File: config.mk
export PLATFORM = sky130hd
export DESIGN_NAME = stage_f
export DESIGN_NICKNAME = d
export VERILOG_FILES = /design/src/rtl/stage_f.sv
export SDC_FILE = /design/constraint.sdc
export NUM_CORES = 1
export LEC_CHECK = 0
export CAP_MARGIN = 20
export CORE_MARGIN = 3
export CORE_UTILIZATION = 35
export CTS_CLUSTER_DIAMETER = 200
export DETAILED_ROUTE_END_ITERATION = 8
export PLACE_DENSITY = 0.71
export SKIP_LAST_GASP = 1
export SYNTH_ARGS = -nofsm -noshare
export SYNTH_HDL_FRONTEND = slang
export SYNTH_SLANG_ARGS = --single-unit
File: constraint.sdc
create_clock -name clk -period 2.7 [get_ports clk]
set_clock_uncertainty 0.2 [all_clocks]
set_input_delay 0.405 -clock clk [delete_from_list [all_inputs] [get_ports clk]]
set_output_delay 0.405 -clock clk [all_outputs]
set_load 0.01 [all_outputs]
File: src/rtl/stage_f.sv
// Fetch stage: owns the PC, fetches over a req/gnt/rvalid handshake and presents
// one instruction at a time to decode, discarding wrong-path responses after redirects.
module stage_f #(
    parameter logic [31:0] RESET_PC  = 32'h0000_0000,
    parameter logic [31:0] NOP_INSTR = 32'h0000_0013
) (
    input  logic        clk,
    input  logic        rst,
    input  logic        StallF,
    input  logic        PCSrcE,
    input  logic [31:0] PCTargetE,
    output logic        imem_req,
    output logic [31:0] imem_addr,
    input  logic        imem_gnt,
    input  logic        imem_rvalid,
    input  logic [31:0] imem_rdata,
    output logic [31:0] RDD,
    output logic [31:0] PCF,
    output logic [31:0] PCPlus4F,
    output logic        InstrValidF
);

    typedef enum logic [1:0] {
        S_REQ   = 2'd0,
        S_WAIT  = 2'd1,
        S_READY = 2'd2,
        S_DROP  = 2'd3
    } state_t;

    state_t      state_q, state_d;
    logic [31:0] pc_q, pc_d;
    logic [31:0] ibuf_q, ibuf_d;
    logic [31:0] pc_plus4_s;

    assign pc_plus4_s = pc_q + 32'd4;

    // State, PC and instruction buffer registers with synchronous active-low reset.
    always_ff @(posedge clk) begin
        if (!rst) begin
            state_q <= S_REQ;
            pc_q    <= RESET_PC;
            ibuf_q  <= NOP_INSTR;
        end else begin
            state_q <= state_d;
            pc_q    <= pc_d;
            ibuf_q  <= ibuf_d;
        end
    end

    // Next-state logic; a redirect always outranks a stall.
    always_comb begin
        state_d = state_q;
        pc_d    = pc_q;
        ibuf_d  = ibuf_q;
        case (state_q)
            S_REQ: begin
                if (PCSrcE) begin
                    pc_d    = PCTargetE;
                    // A granted request is now wrong-path; its response must be dropped.
                    state_d = imem_gnt ? S_DROP : S_REQ;
                end else if (imem_gnt) begin
                    state_d = S_WAIT;
                end else begin
                    state_d = S_REQ;
                end
            end
            S_WAIT: begin
                if (imem_rvalid && PCSrcE) begin
                    pc_d    = PCTargetE;
                    state_d = S_REQ;
                end else if (imem_rvalid) begin
                    ibuf_d  = imem_rdata;
                    state_d = S_READY;
                end else if (PCSrcE) begin
                    pc_d    = PCTargetE;
                    state_d = S_DROP;
                end else begin
                    state_d = S_WAIT;
                end
            end
            S_READY: begin
                if (PCSrcE) begin
                    pc_d    = PCTargetE;
                    state_d = S_REQ;
                end else if (!StallF) begin
                    pc_d    = pc_plus4_s;
                    state_d = S_REQ;
                end else begin
                    state_d = S_READY;
                end
            end
            S_DROP: begin
                if (PCSrcE) begin
                    pc_d = PCTargetE;
                end else begin
                    pc_d = pc_q;
                end
                state_d = imem_rvalid ? S_REQ : S_DROP;
            end
            default: begin
                state_d = S_REQ;
            end
        endcase
    end

    assign imem_req    = (state_q == S_REQ);
    assign imem_addr   = pc_q;
    assign InstrValidF = (state_q == S_READY);
    assign RDD         = (state_q == S_READY) ? ibuf_q : NOP_INSTR;
    assign PCF         = pc_q;
    assign PCPlus4F    = pc_plus4_s;

endmodule

=== Word-level counts from Yosys, hierarchy flattened ===
Index checks and enable logic that the tools add are counted.

* Bits of input ports: 70
* Bits in latches: 0
* Register bits after elaboration: 66
* Memories kept: 0
* RAM bits: 0
* Output and inout port bits: 130
* Bits in read-only memories: 0

* Add/subtract/negate cells: 1
* Shifts and indexed selects: 0
* Divide/modulo/power cells: 0
* Reductions and logical operators: 5
* Magnitude comparators: 0
* Eq/ne operators: 5
* Bitwise gates (word level): 1
* Multiply operators: 0
* Muxes and demuxes: 17

{| class="wikitable"
|+ Operators with widths
! kind !! count
|-
| two-way mux 32 bit || 6
|-
| one-hot mux 32 bit (3 select lines) || 1
|-
| adder 32 x 3 -> 32 bit, second input constant || 1
|-
| two-way mux 2 bit || 8
|-
| one-hot mux 2 bit (4 select lines) || 1
|-
| inequality test 3 bit, second input constant || 2
|-
| equality test 2 bit, second input constant || 2
|-
| AND reduction 3 bit || 1
|-
| equality test 2 x 1 -> 1 bit, second input constant || 1
|-
| zero test 2 bit || 1
|-
| AND reduction 2 bit || 1
|-
| OR reduction 2 bit || 1
|-
| logical AND 1 bit || 1
|-
| two-way mux 1 bit || 1
|-
| inverter 1 bit || 1
|}

=== Logic depth before layout (Yosys ltp) ===
* Depth after elaboration: 4
* Depth in mapped cells: 12

=== Worst setup path before layout ===
No wires, ideal clock.

* Path kind: input to register
* Start point: input PCSrcE
* End point: register pc_q[14], in the netlist PCF[14]
* Cell stages on the path: 12
* Setup time: 0.070 ns
* Arrival: 2.609 ns
* Slack: -0.179 ns
* Buffers on the path: 6
* Data required time: 2.430 ns
* Cells stage by stage: clkbuf_1 inv_1 clkbuf_1 buf_1 ha_1 and2_1 clkbuf_1 nor2_1 clkbuf_1 clkbuf_1 o21ai_0 a21oi_1

* Longest elaborated chain between the ends: 4

{| class="wikitable"
|+ RTL lines
! item !! RTL line !! text
|-
| start: declaration || 10 || <nowiki>input logic PCSrcE,</nowiki>
|-
| two-way mux 32 bit (2 in series) || - ||
|-
| two-way mux 32 bit || 68 || <nowiki>if (imem_rvalid && PCSrcE) begin</nowiki>
|-
| one-hot mux 32 bit (3 select lines) || 55 || <nowiki>case (state_q)</nowiki>
|-
| end signal: assignment || 45 || <nowiki>pc_q <= pc_d;</nowiki>
|-
| end: declaration || 31 || <nowiki>logic [31:0] pc_q, pc_d;</nowiki>
|}

Parallel ways exist; a longest one is shown, timed or not. The select of a mux whose other input is x is not followed.
A chain may end at the register's enable or synchronous reset.

=== Worst setup path after layout ===
* Start point: register pc_q[2], in the netlist PCF[2]
* End point: output PCPlus4F[18]

* Longest elaborated chain between the ends: 1

{| class="wikitable"
|+ RTL lines
! item !! RTL line !! text
|-
| adder 32 x 3 -> 32 bit || 35 || <nowiki>assign pc_plus4_s = pc_q + 32'd4;</nowiki>
|-
| end: declaration || 19 || <nowiki>output logic [31:0] PCPlus4F,</nowiki>
|}

Every way passes these cells.

==> results.tsv <==
stage	metric	value	unit
worst_setup_path	Reg2Reg Depth	7	
worst_setup_path	Slowest-stage cell, CP	or4_4	
sta	Slew Viols, Final	0	
sta	relative slew slack	0.6449	
clock_tree	CTS tree	yes	
yosys	Post-Syn Nets	682	
global_routing	initial antenna violation count	0	
power_and_ir_drop	Max rail drop VDD	0.3465	mV
detailed_routing	Antenna Nets Post-Route	0	
global_routing	first-pass GRT wire length	26.79	mm
clock_tree	Clk Latency, worst-skew pair	0.33	ns
run_status	failing checks	negative setup slack	
yosys	ys flop type	dfxtp_1	
detailed_routing	DRC viols	0	
detailed_routing	Routed WL per cell	17.60	um
place	PortBufs	199	
clock_tree	CTS Sinks	66	
clock_tree	TritonCTS buffer count	9	
worst_hold_path	worst hold path class	register to register	
power_and_ir_drop	Psw	0.0008927	W
worst_setup_path	CP Cell Sequence	ha_4 -> nand4_1 -> or4_4 -> buf_6 -> o21a_1 -> or2_4 -> buf_6	
global_routing	gr ovfl total	0	
clock_tree	H-tree levels	3	
sta	Final Worst Setup Slack	-0.02123	ns
global_routing	GR Util All Layers	0.2291	
floorplanning	Initial Util	0.3678	
detailed_routing	Via Count	5299	
detailed_routing	first-pass detailed-route iteration total	7	
power_and_ir_drop	Internal Power	0.002211	W
detailed_routing	1st-iter DRT viols	429	
clock_tree	Root Driver	clkbuf_16	
yosys	number of flops mapped to enable cells by yosys	0	
worst_setup_path	CP dominant cell by count	buf_6	
yosys	Avg Cell Area, Syn	7.484	um2
worst_setup_path	Setup CP Type	register to primary output	
floorplanning	Chip Width	119.7	um
yosys	Synth Register Bits	66	
worst_setup_path	Critical Path Start Type	register	
power_and_ir_drop	Comb power frac	0.277	
yosys	synthesized area	0.004528	mm2
yosys	Cells after Synth	605	
sta	FMAX	367.5	MHz
worst_setup_path	Buffers & Inverters on Critical Path	2	
floorplanning	DIE HEIGHT	119.7	um
place	gp weighted congestion	0.9317	
finish	Nets	887	
worst_setup_path	Worst setup EP type	primary output	
floorplanning	cell row count	40	
worst_setup_path	critical path depth	7	
run_status	outcome	finished, violations left	
power_and_ir_drop	clock share of power	0.380	
sta	Final Cycle Share	1.008	
yosys	FFs w/ async S/R, synth	0	
sta	RSZ-0062 raised after global routing	true	
yosys	post-synthesis cell type count	64	
finish	area grow syn2layout	60.04	%
power_and_ir_drop	register share of total power	0.343	
sta	# setup viols final	1	
power_and_ir_drop	Cell Pwr Density	428.3	mW/mm2
worst_hold_path	hold-critical path depth	2	
detailed_routing	vias per cell	5.391	
worst_setup_path	CP max FO	4	
yosys	post-synth top area share	0.2918	
clock_tree	CTS Buffer Depth	2	
place	hpwl dp	12.35	mm
power_and_ir_drop	leakage	2.867	nW
job	Max Cap Viol	0	
yosys	yosys warns	0	
detailed_routing	Post-Route WL	17.30	mm
floorplanning	Die ar.	0.01434	mm2
floorplanning	top-level port count	200	
sta	Worst Tran Pin Value	0.5327	ns
global_routing	vias in the first global route	5209	
worst_setup_path	Required @ worst endpoint	2.10	ns
place	dpl ws	-0.2214	ns
clock_tree	Worst-path clk slew	0.05	ns
yosys	register area share after synthesis	0.2918	
sta	post-route minimum period	2.721	ns
finish	share of layout cells above drive strength 1	0.1791	
yosys	ranking of synthesized cells by area	dfxtp_1 29%, nand2_1 7.8%, buf_4 5.8%	
worst_setup_path	CP arrival	2.12	ns
floorplanning	core area	0.01231	mm2
global_routing	largest net degree at the start of global routing	54	
yosys	cell taking the most area after synthesis	dfxtp_1	
sta	number of hold violations in the final report	0	
power_and_ir_drop	Net Sw Frac	0.2876	
worst_setup_path	critical path's top delay family	simple AND/OR/NAND/NOR gates	
finish	Antenna Cells	0	
sta	setup TNS	-0.02123	ns
worst_setup_path	Critical Path Max Stage Delay	0.49	ns
==> logic make-up after synthesis <==
family / after synthesis / share of synthesized area
XOR/XNOR: 26 / 0.05029
adder cells (fa/ha/maj): 7 / 0.01934
AND/OR/NAND/NOR: 248 / 0.2807
AO/OA/AOI/OAI: 153 / 0.2274
multiplexers: 8 / 0.01934
buffers and inverters: 97 / 0.1111
flip-flops: 66 / 0.2918
==> synthesized netlist by cell type, types with 5 or more instances <==
cell type / count
mux2_2: 6
buf_2: 6
a21oi_1: 42
a221oi_1: 6
a21o_1: 7
buf_4: 35
clkbuf_1: 39
nor3_1: 10
nand2b_1: 8
nor2b_1: 6
nor2_1: 24
xnor2_1: 21
inv_1: 14
and4_1: 5
nand4_1: 10
and2_1: 33
dfxtp_1: 66
a21boi_0: 22
and3_1: 9
o21ai_0: 24
xor2_1: 5
nand3_1: 30
nand2_1: 94
ha_1: 7
==> layer usage <==
layer / global-route usage / vias up / share of wire
li1: - / 2503 / -
met1: 0.2884 / 2505 / 0.41
met5: 0 / - / 0
met4: 0.08089 / 0 / 0.017
met2: 0.3990 / 264 / 0.50
met3: 0.03299 / 27 / 0.073
==> sequential cells by signal (all words and copies together) (netlist names) <==
name and count:
PCF 32, ibuf_q 32, state_q 2
==> power groups by stage <==
stage / Sequential [W] / Clock, W / Combinational [W]
floorplan: 0.00111 / 0 / 0.000386
global placement: 0.00108 / 0 / 0.000843
detailed placement: 0.00108 / 0 / 0.000854
CTS: 0.00106 / 0.00120 / 0.000847
global route: 0.00107 / 0.00125 / 0.000916
finish: 0.00107 / 0.00118 / 0.000858
==> worst register-to-register path: stages, from the launching register on <==
cell	delay, ns
dfxtp_1	0.35
inv_1	0.07
ha_1	0.36
or3b_2	0.69
and3_1	0.28
a31oi_1	0.14
o31a_1	0.15
o22ai_1	0.09
==> area by class of cell <==
class | instances | area, um2
clock inverters | 4 | 51.30
fillers | 1149 | 5065
inverters | 14 | 52.55
clock buffers | 12 | 246.5
flip-flops and latches | 66 | 1330
multi-input cells | 442 | 2821
well taps | 168 | 210.2
repair buffers | 277 | 2535
==> through the flow <==
step | area [um2] | cells | power, W | hold WS (ns) | utilization
final | 7247 | 983 | 0.003104 | 0.2519 | 0.5886
after detailed placement | 6774 | 954 | 0.001933 | 0.2423 | 0.5502
after global placement | 6774 | 954 | 0.001920 | 0.2390 | 0.5502
after floorplan | 4536 | 605 | 0.001498 | 0.2316 | -
after CTS | 7158 | 976 | 0.003104 | 0.2542 | 0.5814
after global routing | 7247 | 983 | 0.003238 | 0.2641 | 0.5886
==> cell usage in the layout, fill, tap and decap left out, types with 9 or more instances in the layout <==
cell type,instances
xnor2_1,19
inv_1,14
nand3_1,28
clkbuf_16,9
a21boi_0,22
and3_1,9
nor2_1,21
nand4_1,10
o21ai_0,24
clkdlybuf4s50_1,174
dlygate4sd2_1,10
buf_4,72
a21oi_1,42
and2_1,33
nand2_1,92
dfxtp_1,59
==> timing repair <==
| action | 4_1_cts | 5_1_grt |
|---|---|---|
| pin swaps | 7 | 12 |
| setup endpoints to repair | 52 | 45 |
| setup buffers | 5 | 7 |
| hold buffers | 0 | 0 |
| cloned | 1 | 0 |
| gates resized for setup | 59 | 32 |
==> final timing paths <==
path	from	endpoint	slack, ns
hold reg to reg	ibuf_q[28]	ibuf_q[28]	0.25
hold / removal	ibuf_q[28]	ibuf_q[28]	0.25
setup reg to reg	state_q[0]	PCF[22]	0.26
setup / recovery	PCF[2]	PCPlus4F[18]	-0.02
Power figures use the tool's default switching activity.
